## src/rtl/uart_rx_fifo.sv

```systemverilog
// rtl/uart_rx_fifo.sv - 16x oversampling UART receiver feeding a show-ahead byte FIFO
// Define UART_RX_PARITY_EN for 8E1 framing with parity checking; default build is 8N1.
module uart_rx_fifo #(
  parameter int CLK_FREQ = 100_000_000,
  parameter int BAUD     = 115200,
  parameter int DEPTH    = 16
) (
  input  logic                     clk,
  input  logic                     rstn,
  input  logic                     rxd,
  output logic [7:0]               rx_data,
  output logic                     rx_valid,
  input  logic                     rx_ready,
  output logic [$clog2(DEPTH):0]   rx_count,
  input  logic                     err_clr,
  output logic                     frame_err,
  output logic                     overrun,
  output logic                     parity_err
);

  localparam int DIV = CLK_FREQ / (BAUD * 16);
  localparam int CW  = (DIV > 1) ? $clog2(DIV) : 1;
  localparam int AW  = $clog2(DEPTH);

  typedef enum logic [2:0] {
    S_IDLE,
    S_START,
    S_DATA,
`ifdef UART_RX_PARITY_EN
    S_PARITY,
`endif
    S_STOP,
    S_BREAK
  } state_t;

  state_t        state, state_n;
  logic          sync1, rxs;
  logic [CW-1:0] cnt;
  logic          tick;
  logic [3:0]    os;
  logic [2:0]    bit_idx;
  logic [7:0]    shreg;
  logic          par_bad;
  logic          start_entry, os_mid, os_end;
  logic          push_req, frame_set;
`ifdef UART_RX_PARITY_EN
  logic          par_set;
`endif

  always_ff @(posedge clk or negedge rstn) begin
    if (!rstn) begin
      sync1 <= 1'b1;
      rxs   <= 1'b1;
    end else begin
      sync1 <= rxd;
      rxs   <= sync1;
    end
  end

  assign tick        = (cnt == CW'(DIV - 1));
  assign start_entry = (state == S_IDLE) && !rxs;
  assign os_mid      = tick && (os == 4'd7);
  assign os_end      = tick && (os == 4'd15);

  // Bit timing restarts at the start edge so every sample lands mid-bit.
  always_ff @(posedge clk or negedge rstn) begin
    if (!rstn) begin
      cnt     <= '0;
      os      <= '0;
      bit_idx <= '0;
      shreg   <= '0;
      par_bad <= 1'b0;
    end else begin
      cnt <= (start_entry || tick) ? '0 : cnt + 1'b1;
      if (state == S_IDLE) begin
        os      <= '0;
        bit_idx <= '0;
        par_bad <= 1'b0;
      end else if (tick) begin
        os <= (state == S_START && os == 4'd7) ? 4'd0 : os + 4'd1;
      end
      if (state == S_DATA && os_end) begin
        shreg   <= {rxs, shreg[7:1]};
        bit_idx <= bit_idx + 3'd1;
      end
`ifdef UART_RX_PARITY_EN
      if (state == S_PARITY && os_end)
        par_bad <= (rxs != ^shreg);
`endif
    end
  end

  always_ff @(posedge clk or negedge rstn) begin
    if (!rstn) state <= S_IDLE;
    else       state <= state_n;
  end

  always_comb begin
    state_n = state;
    case (state)
      S_IDLE:  if (!rxs) state_n = S_START;
      S_START: if (os_mid) state_n = rxs ? S_IDLE : S_DATA;
      S_DATA: begin
        if (os_end && bit_idx == 3'd7) begin
`ifdef UART_RX_PARITY_EN
          state_n = S_PARITY;
`else
          state_n = S_STOP;
`endif
        end
      end
`ifdef UART_RX_PARITY_EN
      S_PARITY: if (os_end) state_n = S_STOP;
`endif
      S_STOP:  if (os_end) state_n = rxs ? S_IDLE : S_BREAK;
      S_BREAK: if (rxs) state_n = S_IDLE;
      default: state_n = S_IDLE;
    endcase
  end

  always_comb begin
    push_req  = 1'b0;
    frame_set = 1'b0;
    if (state == S_STOP && os_end) begin
      push_req  = rxs && !par_bad;
      frame_set = !rxs;
    end
`ifdef UART_RX_PARITY_EN
    par_set = (state == S_PARITY) && os_end && (rxs != ^shreg);
`endif
  end

  logic [7:0]  mem [DEPTH];
  logic [AW:0] wptr, rptr;
  logic [AW:0] count_n;
  logic        full, pop, wr, ovf_set;

  assign full    = (rx_count == (AW+1)'(DEPTH));
  assign pop     = rx_valid && rx_ready;
  // When full, a same-cycle pop frees the head slot that the write lands in.
  assign wr      = push_req && (!full || pop);
  assign ovf_set = push_req && full && !pop;
  assign count_n = rx_count + (AW+1)'(wr) - (AW+1)'(pop);
  assign rx_data = mem[rptr[AW-1:0]];

  always_ff @(posedge clk or negedge rstn) begin
    if (!rstn) begin
      for (int i = 0; i < DEPTH; i++) mem[i] <= '0;
      wptr     <= '0;
      rptr     <= '0;
      rx_count <= '0;
      rx_valid <= 1'b0;
    end else begin
      if (wr) mem[wptr[AW-1:0]] <= shreg;
      wptr     <= wptr + (AW+1)'(wr);
      rptr     <= rptr + (AW+1)'(pop);
      rx_count <= count_n;
      rx_valid <= (count_n != '0);
    end
  end

  always_ff @(posedge clk or negedge rstn) begin
    if (!rstn) begin
      frame_err <= 1'b0;
      overrun   <= 1'b0;
    end else begin
      frame_err <= frame_set || (frame_err && !err_clr);
      overrun   <= ovf_set || (overrun && !err_clr);
    end
  end

`ifdef UART_RX_PARITY_EN
  always_ff @(posedge clk or negedge rstn) begin
    if (!rstn) parity_err <= 1'b0;
    else       parity_err <= par_set || (parity_err && !err_clr);
  end
`else
  assign parity_err = 1'b0;
`endif

endmodule

```

## config.mk

```make
export PLATFORM = sky130hd
export DESIGN_NAME = uart_rx_fifo
export DESIGN_NICKNAME = d
export VERILOG_FILES = /design/src/rtl/uart_rx_fifo.sv
export SDC_FILE = /design/constraint.sdc
export NUM_CORES = 1
export LEC_CHECK = 0
export ABC_CLOCK_PERIOD_IN_PS = 3200
export CAP_MARGIN = 20
export CORE_ASPECT_RATIO = 1.25
export CORE_MARGIN = 3
export CORE_UTILIZATION = 55
export DETAILED_ROUTE_END_ITERATION = 12
export HOLD_SLACK_MARGIN = 0.06
export PLACE_DENSITY = 0.84
export SYNTH_ARGS = -nofsm -noshare
export SYNTH_HDL_FRONTEND = slang
export SYNTH_SLANG_ARGS = --single-unit
```

## constraint.sdc

```tcl
create_clock -name clk -period 3.2 [get_ports clk]
set_clock_uncertainty 0.05 [all_clocks]
set_input_delay 0.8 -clock clk [delete_from_list [all_inputs] [get_ports clk]]
set_output_delay 0.8 -clock clk [all_outputs]
set_load 0.02 [all_outputs]
```

== Yosys cells after proc, flatten, opt, wreduce, memory -nomap -nowiden ==
Cells that the tools add are included.

* Output and inout bits: 17
* Bits in read-only memories: 0
* Word-level logic and storage cells: 104
* Input bits: 5
* Latch bits: 0
* Bits in writable memories: 0
* Memories kept: 0
* Flip-flop bits (word level): 172

* Multiplexer cells: 22
* Bitwise logic cells: 2
* Equality and inequality tests: 14
* Div/mod/pow operators: 0
* $add $sub $neg: 7
* Reduce and logical (&&, ||, !) cells: 27
* Shift-type cells: 0
* $mul: 0
* Order comparisons: 3

{| class="wikitable"
|+ Operators with widths
! kind !! number
|-
| bitwise mux 128 bit || 1
|-
| binary-select mux 8 bit (select 4 bit) || 1
|-
| demux 8 bit (select 4 bit) || 1
|-
| 2-to-1 mux 3 bit || 8
|-
| 2-to-1 mux 8 bit || 3
|-
| adder 5 x 1 -> 5 bit || 3
|-
| one-hot mux 3 bit (5 select lines) || 1
|-
| logical AND 1 bit || 14
|-
| 2-to-1 mux 4 bit || 3
|-
| >= comparator 5 bit, second input constant || 2
|-
| inverter 4 -> 5 bit || 2
|-
| != test 2 bit, second input constant || 4
|-
| adder 6 x 1 -> 6 bit, second input constant || 1
|-
| equality test 3 x 2 -> 1 bit, second input constant || 2
|-
| equality test 3 bit, second input constant || 2
|-
| equality test 6 bit, second input constant || 1
|-
| 2-to-1 mux 6 bit || 1
|-
| equality test 5 bit, second input constant || 1
|-
| < comparator 5 x 1 -> 1 bit, second input constant || 1
|-
| AND reduction 5 bit || 1
|-
| nonzero test 5 bit || 1
|-
| subtractor 5 x 1 -> 5 bit || 1
|-
| adder 4 x 1 -> 4 bit, second input constant || 1
|-
| equality test 4 x 3 -> 1 bit, second input constant || 1
|-
| 10 further kinds || 18
|}

== Depth between registers and ports, before layout ==
Gate-level depths: netlist of run 1.

* Word-level depth: 8
* Depth in mapped cells: 15
* Depth with buffers taken out: 13

== Worst setup path before layout of run 1 ==
Ideal clock, no wire load.

* Path kind: input to register
* From: input port rx_ready
* To: register rx_valid
* Setup time: 0.131 ns
* Data required time: 3.019 ns
* Arrival time: 3.506 ns
* Buffers on the path: 2
* Stages: 11
* Slack: -0.487 ns
* Cells stage by stage: and2_1 -> nor4_1 -> buf_4 -> buf_2 -> or3_1 -> ha_1 -> inv_1 -> ha_1 -> fa_1 -> or3_1 -> or3_1

* Word-level cells in the longest chain between the ends: 6

{| class="wikitable"
|+ RTL lines
! item !! line !! text
|-
| start: declaration || 13 || <nowiki>input logic rx_ready,</nowiki>
|-
| logical AND 1 bit * || 139 || <nowiki>assign pop = rx_valid && rx_ready;</nowiki>
|-
| logical OR 1 bit || 141 || <nowiki>assign wr = push_req && (!full || pop);</nowiki>
|-
| logical AND 1 bit || 141 ||
|-
| adder 5 x 1 -> 5 bit || 143 || <nowiki>assign count_n = rx_count + (AW+1)'(wr) - (AW+1)'(pop);</nowiki>
|-
| subtractor 5 x 1 -> 5 bit * || 143 ||
|-
| named net count_n[1] || 135 || <nowiki>logic [AW:0] count_n;</nowiki>
|-
| nonzero test 5 bit * || 158 || <nowiki>rx_valid <= (count_n != '0);</nowiki>
|-
| end signal: assignment || 158 ||
|-
| end: declaration || 12 || <nowiki>output logic rx_valid,</nowiki>
|}

Mark *: on every way through the listed nets, which the timed path passes. The rest lies on a longest branch.
A chain may end at the register's enable or synchronous reset.

== Worst setup path in the final report of run 1 ==
Ends and elaborated chain as after synthesis.

==> impl_metrics.tcl, run 1 <==
set metrics [dict create \
    nets 617 \
    yosys.area_share.adder 0.0256 \
    clockBufferDepth 2 \
    crit_path_max_fanout 2 \
    hold_viol 0 \
    max_freq_ghz 0.313 \
    grt_start_max_net_pins 83 \
    clk_pin_slew_worst_paths_ns 0.06 \
    synth_top_area_frac 0.517 \
    antenna_cells 0 \
    wl_per_cell_um 22.6 \
    grtUsageTotal 0.238 \
    period_share 1.00 \
    antenna_found_initial 0 \
    synth-simple-area-share 0.0875 \
    fill_cells 952 \
    layout_commonest_cell "dfrtp_1" \
    synth_mux_area_frac 0.302 \
    core_area_um2 14400 \
    synth.area.top_cells "dfrtp_1 (52%), mux2_2 (17%), mux4_2 (11%)" \
    synthCells 535 \
    min_path_type "register to register" \
    num_io_pins 22 \
    synth_cell_type_count 47 \
    fin_crit_ns 3.20 \
    rsz0062_at_grt "yes" \
    die_h_um 142 \
    cts_tree "built" \
    dp_hpwl_um 11200 \
    via_per_inst 6.08 \
    ys.flop_type "dfrtp_1" \
    cap_violations 0 \
    grt_pass1_wl_um 29000 \
    drv_slew 0 \
    peakVddDrop_mv 0.607 \
    grt.overflow.total 0 \
    drtAntennaViolNets 0 \
    finalSetupViolations 0 \
    synth_compound_area_frac 0.0169 \
    die_w_um 115 \
    cts_buffers 17 \
    crit_type "primary input to register" \
    synth_top_area_cell "dfrtp_1" \
    synth_fp_nets 556 \
    pwr_density_cell_nw_per_um2 603 \
    dr.pass1.iters 4 \
    drcViolationCount 0 \
    clock_latency_ns 0.43 \
    yosys_warnings 0 \
    start_util 0.564 \
    cp.required_ns 3.46 \
    max_slew_margin 0.323 \
    wl_um 17800 \
    final_cell_mix "dfrtp_1 (167), mux2_2 (123), buf_4 (46)" \
    leakage_nw 4.42 \
    die_area_um2 16300 \
    rows 49 \
    cts_max_level 4 \
    synthXorXnorAreaFrac 0.0162 \
    cp.arrival_ns 3.46 \
    crit_path_end_kind "register" \
    fin_util 0.661 \
    outcome "complete, no violations" \
    drive_gt1_frac 0.479 \
    synth_top_family_by_area "multiplexers" \
    clock_sinks 170 \
    cts-root-buf "clkbuf_16" \
    gp_congestion 0.872 \
    synth-edff-count 0 \
    startpoint_type "primary input" \
    port_buffers 20 \
    syn_area_per_cell_um2 15.2 \
    ys_async_sr_fraction 1.00 \
    tns_ns 0 \
    drt_iter0_markers 334 \
    ys_ff_latch 170 \
    synthesis.area_um2 8120 \
    grt_pass1_vias 5339 \
    area_growth_pct 17.2 \
    seq_area_frac_synth 0.524 \
    num_vias 4776 \
    worst_pin_slew_ns 1.01 \
]
final timing paths:
path / start / endpoint / slack (ns) / depth (start not counted)
worst max-delay path: rx_ready / rx_valid / 0.001 / 11
worst min-delay path: sync1 / rxs / 0.31 / 0
worst max register to register: cnt[1] / rx_valid / 0.02 / 12
worst min register to register: sync1 / rxs / 0.31 / 0
max in group asynchronous: rstn / mem[85] / 1.89 / 2
min in group asynchronous: rstn / mem[27] / 0.37 / 1
flip-flops by register name (all words and copies together), names as in the netlist:
register	flops
mem	128
shreg	8
cnt	6
rx_count	5
os	4
rptr	4
wptr	4
bit_idx	3
state	3
frame_err	1
overrun	1
rx_valid	1
rxs	1
sync1	1
kinds of logic (layout without fill, tap and decap cells):
family,count (synthesis),in the layout
flops,170,170
mux,178,178
simple gates,91,91
compound gates,21,21
other cells,1,1
xor+xnor,15,15
buf+inv,43,116
fa+ha+maj,16,16
where the power goes:
group | total (mW) | switching, mW | internal (mW)
clock | 2.11 | 0.803 | 1.31
sequential | 2.33 | 0.103 | 2.23
combinational | 1.29 | 0.653 | 0.641
critical path: stages:
cell             delay [ns]
clkdlybuf4s50_1        0.45
and2_4                 0.15
nor4_4                 0.05
or3_4                  0.36
ha_4                   0.26
inv_1                  0.06
ha_4                   0.17
fa_2                   0.35
xor2_1                 0.17
or3_1                  0.31
or3_1                  0.35
routing by layer:
| metal | GRT usage | part of all wire | vias to the layer above |
|---|---|---|---|
| li1 | - | - | 2087 |
| met1 | 0.296 | 0.40 | 2530 |
| met2 | 0.410 | 0.53 | 128 |
| met3 | 0.0482 | 0.039 | 31 |
| met4 | 0.0890 | 0.027 | 0 |
| met5 | 0 | 0 | - |
through the flow:
stage                     total power, mW  setup WS, ns  std cells  hold slack (ns)  cell area (um^2)
after floorplan                      3.06        -0.298        535            0.295              8160
after global placement               3.47        -0.492        748            0.297              8810
after detailed placement             3.53        -0.560        748            0.297              8810
after CTS                            5.78       -0.0163        785            0.306              9500
after global routing                 5.95       -0.0830        786            0.311              9520
final                                5.74       0.00126        786            0.306              9520
area by class of cell:
cell class | count | area (um^2) | area share
sequential | 170 | 4260 | 0.447
multi-input combinational | 322 | 3710 | 0.390
timing repair buffer | 75 | 679 | 0.0714
clock buffer | 25 | 495 | 0.0520
tap | 178 | 223 | 0.0234
clock inverter | 6 | 113 | 0.0118
inverter | 10 | 37.5 | 0.00394
synthesized netlist by cell type, types with 2 or more instances:
cell type / n
buf_4: 2
nor4_4: 16
or3_1: 5
clkbuf_1: 10
nor2b_1: 5
ha_1: 15
dfrtp_1: 168
mux4_2: 38
xor2_1: 7
inv_1: 10
mux2_1: 5
nand2_1: 19
a221oi_1: 2
nor2_1: 17
and2_1: 2
nor3_1: 4
o21ai_0: 4
dfstp_2: 2
mux2_2: 123
mux2i_1: 4
mux2_4: 8
xnor2_1: 8
buf_2: 9
nor4_1: 3
a21oi_1: 6
nand3_1: 13
buf_1: 8
buf_6: 3
repair_timing:
| item | in CTS | in global routing |
|---|---|---|
| gates cloned | 1 | 0 |
| setup endpoints to repair | 9 | 5 |
| pin swaps | 2 | 1 |
| gates resized for setup | 37 | 10 |
| setup buffers | 5 | 2 |
| hold buffers | 0 | 0 |
Power figures use the tool's default switching activity.
==> run 2, diff against run 1 <==
--- a/config.mk
+++ b/config.mk
@@ -6,7 +6,6 @@
 export NUM_CORES = 1
 export LEC_CHECK = 0
 export ABC_CLOCK_PERIOD_IN_PS = 3200
-export CAP_MARGIN = 20
 export CORE_ASPECT_RATIO = 1.25
 export CORE_MARGIN = 3
 export CORE_UTILIZATION = 55
==> results of run 2 <==
Final layout, timing and power as in run 1 (identical DEF).
